--- src/rtl/pocket_gamepad_pkg.sv ---
// pocket_gamepad_pkg: shared pad layout constants and slice helper for the gamepad conditioner
package pocket_gamepad_pkg;
    localparam int PAD_W  = 16;
    localparam int PAD_U  = 0;
    localparam int PAD_D  = 1;
    localparam int PAD_L  = 2;
    localparam int PAD_R  = 3;
    localparam int BTN_A  = 4;
    localparam int BTN_B  = 5;
    localparam int BTN_X  = 6;
    localparam int BTN_Y  = 7;
    localparam int BTN_L1 = 8;
    localparam int BTN_R1 = 9;
    localparam int BTN_L2 = 10;
    localparam int BTN_R2 = 11;
    localparam int BTN_L3 = 12;
    localparam int BTN_R3 = 13;
    localparam int BTN_SE = 14;
    localparam int BTN_ST = 15;

    function automatic int pad_slice(input int p);
        return p * PAD_W;
    endfunction
endpackage

--- src/rtl/pocket_gamepad_debounce.sv ---
// pocket_gamepad_debounce: one-bit synchroniser, debouncer and registered edge detector
// iCLK/iRST: core clock, async active-high reset; raw: async input bit
// db: debounced state; press/rel: one-cycle pulses on db rising/falling
module pocket_gamepad_debounce #(
    parameter int SYNC_STAGES     = 2,
    parameter int DEBOUNCE_CYCLES = 4
) (
    input  logic iCLK,
    input  logic iRST,
    input  logic raw,
    output logic db,
    output logic press,
    output logic rel
);
    localparam int CW = DEBOUNCE_CYCLES > 1 ? $clog2(DEBOUNCE_CYCLES) : 1;
    logic [SYNC_STAGES-1:0] sync;
    logic [CW-1:0] cnt;
    logic db_q;
    logic s;
    assign s = sync[SYNC_STAGES-1];
    always_ff @(posedge iCLK or posedge iRST) begin
        if (iRST) begin
            sync  <= '0;
            cnt   <= '0;
            db    <= 1'b0;
            db_q  <= 1'b0;
            press <= 1'b0;
            rel   <= 1'b0;
        end else begin
            sync  <= {sync[SYNC_STAGES-2:0], raw};
            db_q  <= db;
            press <= db & ~db_q;
            rel   <= ~db & db_q;
            if (s == db)
                cnt <= '0;
            else if (cnt == CW'(DEBOUNCE_CYCLES - 1)) begin
                db  <= s;
                cnt <= '0;
            end else
                cnt <= cnt + CW'(1);
        end
    end
endmodule

--- src/rtl/pocket_gamepad_multi.sv ---
// pocket_gamepad_multi: multi-pad input conditioner (sync, debounce, SOCD, edge pulses, turbo)
// iCLK/iRST: core clock, async active-high reset; iJOY: raw pad words, pad p at [16p+15:16p]
// iTURBO_EN/iTURBO_MASK: autofire enable and per-button mask; oKEYS: conditioned keys
// oPRESS/oRELEASE: one-cycle pulses on debounced press/release (pre-SOCD, pre-turbo)
module pocket_gamepad_multi
    import pocket_gamepad_pkg::*;
#(
    parameter int NUM_PADS        = 2,
    parameter int SYNC_STAGES     = 2,
    parameter int DEBOUNCE_CYCLES = 4,
    parameter int TURBO_HALF      = 3
) (
    input  logic                      iCLK,
    input  logic                      iRST,
    input  logic [PAD_W*NUM_PADS-1:0] iJOY,
    input  logic                      iTURBO_EN,
    input  logic [PAD_W-1:0]          iTURBO_MASK,
    output logic [PAD_W*NUM_PADS-1:0] oKEYS,
    output logic [PAD_W*NUM_PADS-1:0] oPRESS,
    output logic [PAD_W*NUM_PADS-1:0] oRELEASE
);
    localparam int W  = PAD_W * NUM_PADS;
    localparam int TW = TURBO_HALF > 1 ? $clog2(TURBO_HALF) : 1;
    logic [W-1:0] db;
    logic [W-1:0] clean;
    logic [TW-1:0] tcnt;
    logic phase;
    logic [PAD_W-1:0] gate;
    genvar i, p;
    for (i = 0; i < W; i++) begin : g_bit
        pocket_gamepad_debounce #(
            .SYNC_STAGES(SYNC_STAGES),
            .DEBOUNCE_CYCLES(DEBOUNCE_CYCLES)
        ) u_db (
            .iCLK(iCLK),
            .iRST(iRST),
            .raw(iJOY[i]),
            .db(db[i]),
            .press(oPRESS[i]),
            .rel(oRELEASE[i])
        );
    end
    // opposing D-pad directions cancel to neutral
    for (p = 0; p < NUM_PADS; p++) begin : g_pad
        localparam int B = pad_slice(p);
        logic [PAD_W-1:0] d;
        logic ud, lr;
        assign d  = db[B +: PAD_W];
        assign ud = d[PAD_U] & d[PAD_D];
        assign lr = d[PAD_L] & d[PAD_R];
        assign clean[B +: PAD_W] = d & ~(PAD_W'({lr, lr, ud, ud}));
    end
    // masked buttons are forced low during the off half of the turbo phase
    assign gate = (iTURBO_EN & ~phase) ? iTURBO_MASK : '0;
    always_ff @(posedge iCLK or posedge iRST) begin
        if (iRST) begin
            tcnt  <= '0;
            phase <= 1'b1;
            oKEYS <= '0;
        end else begin
            oKEYS <= clean & ~{NUM_PADS{gate}};
            if (!iTURBO_EN) begin
                tcnt  <= '0;
                phase <= 1'b1;
            end else if (tcnt == TW'(TURBO_HALF - 1)) begin
                tcnt  <= '0;
                phase <= ~phase;
            end else
                tcnt <= tcnt + TW'(1);
        end
    end
endmodule

--- config.mk ---
export PLATFORM = sky130hd
export DESIGN_NAME = pocket_gamepad_multi
export DESIGN_NICKNAME = d
export VERILOG_FILES = /design/src/rtl/pocket_gamepad_pkg.sv /design/src/rtl/pocket_gamepad_debounce.sv /design/src/rtl/pocket_gamepad_multi.sv
export SDC_FILE = /design/constraint.sdc
export NUM_CORES = 1
export LEC_CHECK = 0
export BUFFER_PORTS_ARGS = -buffer_cell sky130_fd_sc_hd__buf_4
export CAP_MARGIN = 20
export CORE_UTILIZATION = 50
export DETAILED_ROUTE_END_ITERATION = 12
export GPL_TIMING_DRIVEN = 1
export PLACE_DENSITY = 0.75
export RECOVER_POWER = 50
export REMOVE_ABC_BUFFERS = 1
export SYNTH_ARGS = -nofsm -noshare
export SYNTH_HDL_FRONTEND = slang
export SYNTH_HIERARCHICAL = 1
export SYNTH_SLANG_ARGS = --single-unit
export TNS_END_PERCENT = 20
--- constraint.sdc ---
create_clock -name iCLK -period 2.1 [get_ports iCLK]
set_input_delay 0.315 -clock iCLK [delete_from_list [all_inputs] [get_ports iCLK]]
set_output_delay 0.315 -clock iCLK [all_outputs]
set_load 0.03 [all_outputs]
======== Word-level counts from Yosys, hierarchy flattened ========
Index checks and enable logic that the tools add are counted.
storage, ports and cells
  logic and storage cells ................. 567
  register bits after elaboration ......... 291
  input bits .............................. 51
  output and inout bits ................... 96
operators by class
  muxes and demuxes ....................... 69
  bitwise operators ....................... 172
  equality and inequality tests ........... 66
  add/subtract/negate cells ............... 33
  reduce and logical (&&, ||, !) cells .... 32
operators by type and width
  operator                                                         number
  2-bit 2-to-1 mux                                                 66
  1-bit NOT                                                        97
  1-bit bitwise AND                                                69
  2-bit by 1-bit adder with 2-bit output, second input constant    33
  2-bit == test, second input constant                             33
  2-bit AND reduction                                              32
  16-bit bitwise AND                                               2
  32-bit bitwise AND                                               1
  1-bit == test                                                    32
  32-bit NOT                                                       1
  4-bit NOT with 16-bit output                                     2
  16-bit 2-to-1 mux                                                1
  1-bit 2-to-1 mux                                                 2
  2-bit by 1-bit != test with 1-bit output, second input constant  1

======== Depth between registers and ports, before layout ========
  depth in word-level cells ............... 5
  gate-level depth with buffers ........... 3
  mapped depth without buffers ............ 2

======== Hierarchy ========
Netlist, hierarchy kept.
modules (own cells, without submodules)
  module                   cells each  sequential area each (um^2)  area each (um^2)  times used
  pocket_gamepad_debounce  16          200.2                        266.5             32
  pocket_gamepad_multi     85          877.1                        1236.2            1

======== Worst setup path before layout ========
Ideal clock, no wire load.
  path type ............................... register to register
  start ................................... reg g_bit[0].u_db.cnt[0]
  end ..................................... reg g_bit[0].u_db.db
  library setup time ...................... 128 ps
  cell stages (with the launch flop) ...... 3
  data required time ...................... 1972 ps
  period minus slack after synthesis ...... 1012 ps
  buffers on the path ..................... 0
  setup slack ............................. 1088 ps
  arrival time ............................ 884 ps
  cells stage by stage .................... dfrtp_1 ha_1 mux2_1
on the way
  cells in the longest elaborated chain, start to end .. 2
ends and longest elaborated chain
  element                        line                           source
  start, declared                pocket_gamepad_debounce.sv:17  logic [CW-1:0] cnt;
  start signal, assigned         pocket_gamepad_debounce.sv:40  cnt <= cnt + CW'(1);
  2-bit == test                  pocket_gamepad_debounce.sv:36  else if (cnt == CW'(DEBOUNCE_CYCLES - 1)) begin
  2-bit AND reduction (no line)  n/a
  end signal, assigned           pocket_gamepad_debounce.sv:37  db <= s;
  end, declared                  pocket_gamepad_debounce.sv:11  output logic db,
No other way between the ends.
A chain may end at the register's enable or synchronous reset.

==> metrics.md <==
| Metric | Value |
|---|---|
| Critical Path Source Type | `primary input` |
| CTS tree | `built` |
| Peak supply drop | `0.858 mV` |
| # rows | `50` |
| Design area | `12,800 µm²` |
| Post-Synth Simple-Gate Area | `0.108` |
| Compound-Gate Fraction of Synth Area | `0.0231` |
| Setup ws final | `0.627 ns` |
| Worst slack, placed | `0.883 ns` |
| DRT iter0 DRCs | `156` |
| Post-route insts no fill | `1,105` |
| Post-Synth Adder-Cell Area | `0.0410` |
| Final Slew Violations | `0` |
| Die width | `142 µm` |
| Clk pwr share | `0.279` |
| Via/cell ratio | `4.74` |
| Largest net degree at the start of global routing | `34` |
| CTS Buffer Depth | `3` |
| Grt total ovfl | `0` |
| Net Switching | `0.00681 W` |
| Vias in the first global route | `5,893` |
| CP required | `2.83 ns` |
| Nets | `905` |
| Main combinational cell family by area after synthesis | `simple AND/OR/NAND/NOR gates` |
| PD cells | `1640 nW/µm²` |
| IO buf count | `146` |
| WL/cell | `15.7 µm` |
| Initial core utilization | `0.517` |
| Worst Setup Path Type | `in -> async` |
| GRT Overall Usage | `0.184` |
| Number of vias in the routed layout | `5,233` |
| # hold bufs at CTS | `49` |
| Worst clock skew | `0.0148 ns` |
| Mapped Area | `9760 µm²` |
| Hold WC Path Type | `in -> reg` |
| Worst-Skew Late Latency | `0.53 ns` |
| Internal power | `0.0142 W` |
| Share of layout cells above drive strength 1 | `0.278` |
| Max Clock Freq | `679 MHz` |
| Routed Antenna Nets | `0` |
| Worst Path Arrival | `2.20 ns` |
| Cts repair resizes | `0` |
| Sum of negative setup slack | `0 ns` |
| Cell count after synthesis | `597` |
| Most used DFF post-synth | `dfrtp_1` |
| Mux cell area share after synthesis | `0.0369` |
| Worst-path clk slew | `0.06 ns` |
| #FFs+latches synth | `291` |
| GP Congestion | `0.746` |
| Core Region | `18,900 µm²` |
| Area Growth Syn to Fin | `30.9%` |
| Ports | `147` |
| Least-Margin Pin Slew | `0.899 ns` |
| Max-cap violations | `0` |
| Sequential power share | `0.428` |
| Synth Area in XOR/XNOR | `0.0287` |
| Max-Slew Margin vs Limit | `0.400` |
| Number of flops mapped to enable cells by yosys | `0` |
| Fill cells | `1,296` |
| CP endpoint kind | `asynchronous set/reset pin` |
| Number of setup buffers added after CTS | `0` |
| Total Die Area | `20,100 µm²` |
| RSZ-0062 raised after global routing | `no` |
| TritonRoute pass-1 iters | `4` |
| Max Fanout on Critical Path | `33` |
| DP Cell Count | `1,002` |
| Total Power | `0.0210 W` |
| Unique masters post-synth | `18` |
| Clock sink total | `291` |
| Avg Inst Size Synth | `16.4 µm²` |
| H-tree depth | `1` |
| Fin crit share | `0.701` |
| Die height | `142 µm` |
| Net Sw Frac | `0.325` |
| Fraction of registers with async set/reset | `1.00` |
| Final number of setup-violating endpoints | `0` |
| Placement Cell Area | `11,200 µm²` |
| Register area share after synthesis | `0.746` |
| Run status | `finished, final reports clean` |
| Post-Route WL | `17.4 mm` |
| Diode count | `0` |
| Combinational power share | `0.293` |
| Lkg Pwr | `6.30 nW` |
| Initial antenna violation count | `0` |
| Root buf cell | `clkbuf_16` |
| Final min period | `1.47 ns` |
| CTS Buf Count | `29` |
| First-pass GRT wire length | `29.0 mm` |
| Remaining DRCs | `0` |
| Post-DP HPWL | `11.7 mm` |
| Ys Warns | `6` |
| Fin. Hold Viols | `0` |
[layer usage]
metal  GRT usage  part of all wire  vias to the layer above
met1       0.224              0.39                     2703
met5           0                 0                        -
met4      0.0521             0.019                        0
li1            -                 -                     2388
met3      0.0344             0.043                       26
met2       0.334              0.54                      116
[critical path, cell delays in order]
cell           delay (ns)
dlygate4sd3_1        0.53
clkbuf_2             0.52
inv_2                0.56
buf_12               0.24
[cells in the final DEF (no fill, tap or decap), drive strengths merged]
cell type and count:
dfrtp 290, buf 115, clkbuf 66, nor2b 65
dlygate4sd3 49, inv 34, xnor2 32, nor3 32
and2b 32, mux2 32, ha 32, a21boi 24
nand2b 9, a21oi 9, bufinv 9, clkinv 8
clkinvlp 3, nor3b 1, and3b 1, and4b 1
dfstp 1
[synthesized netlist by cell type (3+ instances only)]
cell | number | area, µm²
a21boi_1 | 8 | 60.1
xnor2_1 | 32 | 280
buf_6 | 3 | 33.8
and2b_1 | 32 | 240
ha_1 | 32 | 400
a21oi_1 | 9 | 45.0
dfrtp_1 | 290 | 7260
inv_1 | 33 | 124
nor2b_1 | 64 | 400
a21boi_0 | 16 | 120
mux2_1 | 32 | 360
nand2b_1 | 9 | 56.3
nor3_2 | 32 | 320
[power groups by stage]
stage               sequential [W]  combinational (W)  clock (W)
floorplan                   0.0106            0.00216          0
CTS                        0.00903            0.00624    0.00597
global route               0.00927            0.00663    0.00621
detailed placement         0.00909            0.00612          0
global placement           0.00894            0.00580          0
finish                     0.00899            0.00615    0.00585
[cell type report]
cell class / instances / area, µm² / area share
clock inverters: 21 / 345 / 0.0270
well taps: 260 / 325 / 0.0255
clock buffers: 33 / 771 / 0.0603
flip-flops and latches: 291 / 7280 / 0.570
repair buffers: 197 / 1610 / 0.126
multi-input cells: 270 / 2320 / 0.182
inverters: 33 / 124 / 0.00969
[sequential cells by signal, summed over array words and instances, names as in the netlist, 2 cells and up]
| signal | count |
|---|---|
| g_bit.u_db/cnt | 64 |
| g_bit.u_db/db | 32 |
| g_bit.u_db/db_q | 32 |
| g_bit.u_db/press | 32 |
| g_bit.u_db/rel | 32 |
| g_bit.u_db/sync | 64 |
| oKEYS | 32 |
| tcnt | 2 |
[final timing paths]
| kind | startpoint | endpoint | slack, ns | cells after the start |
|---|---|---|---|---|
| hold / removal | iTURBO_EN | tcnt[0] | 0.08 | 2 |
| hold reg to reg | g_bit[9].u_db/sync[0] | g_bit[9].u_db/sync[1] | 0.35 | 0 |
| min in group asynchronous | iRST | g_bit[10].u_db/db | 0.91 | 3 |
| max in group iCLK | g_bit[6].u_db/press | oPRESS[6] | 0.70 | 1 |
| setup / recovery | iRST | oKEYS[4] | 0.63 | 4 |
| setup reg to reg | phase | oKEYS[23] | 0.91 | 3 |
[cells by family after synthesis]
logic type,count (synthesis)
xor gates and xnor gates,32
muxes,32
and+or+nand+nor,141
buffers and inverters,36
DFF,291
adders and majority gates,32
AOI/OAI and AO/OA,33
[through the flow]
step | utilization | hold slack (ns)
finish | 0.676 | 0.0758
detailed placement | 0.592 | 0.335
floorplan | - | 0.131
CTS | 0.677 | 0.0584
global route | 0.676 | 0.0588
global placement | 0.592 | 0.332
(Power assumes the default switching activity.)
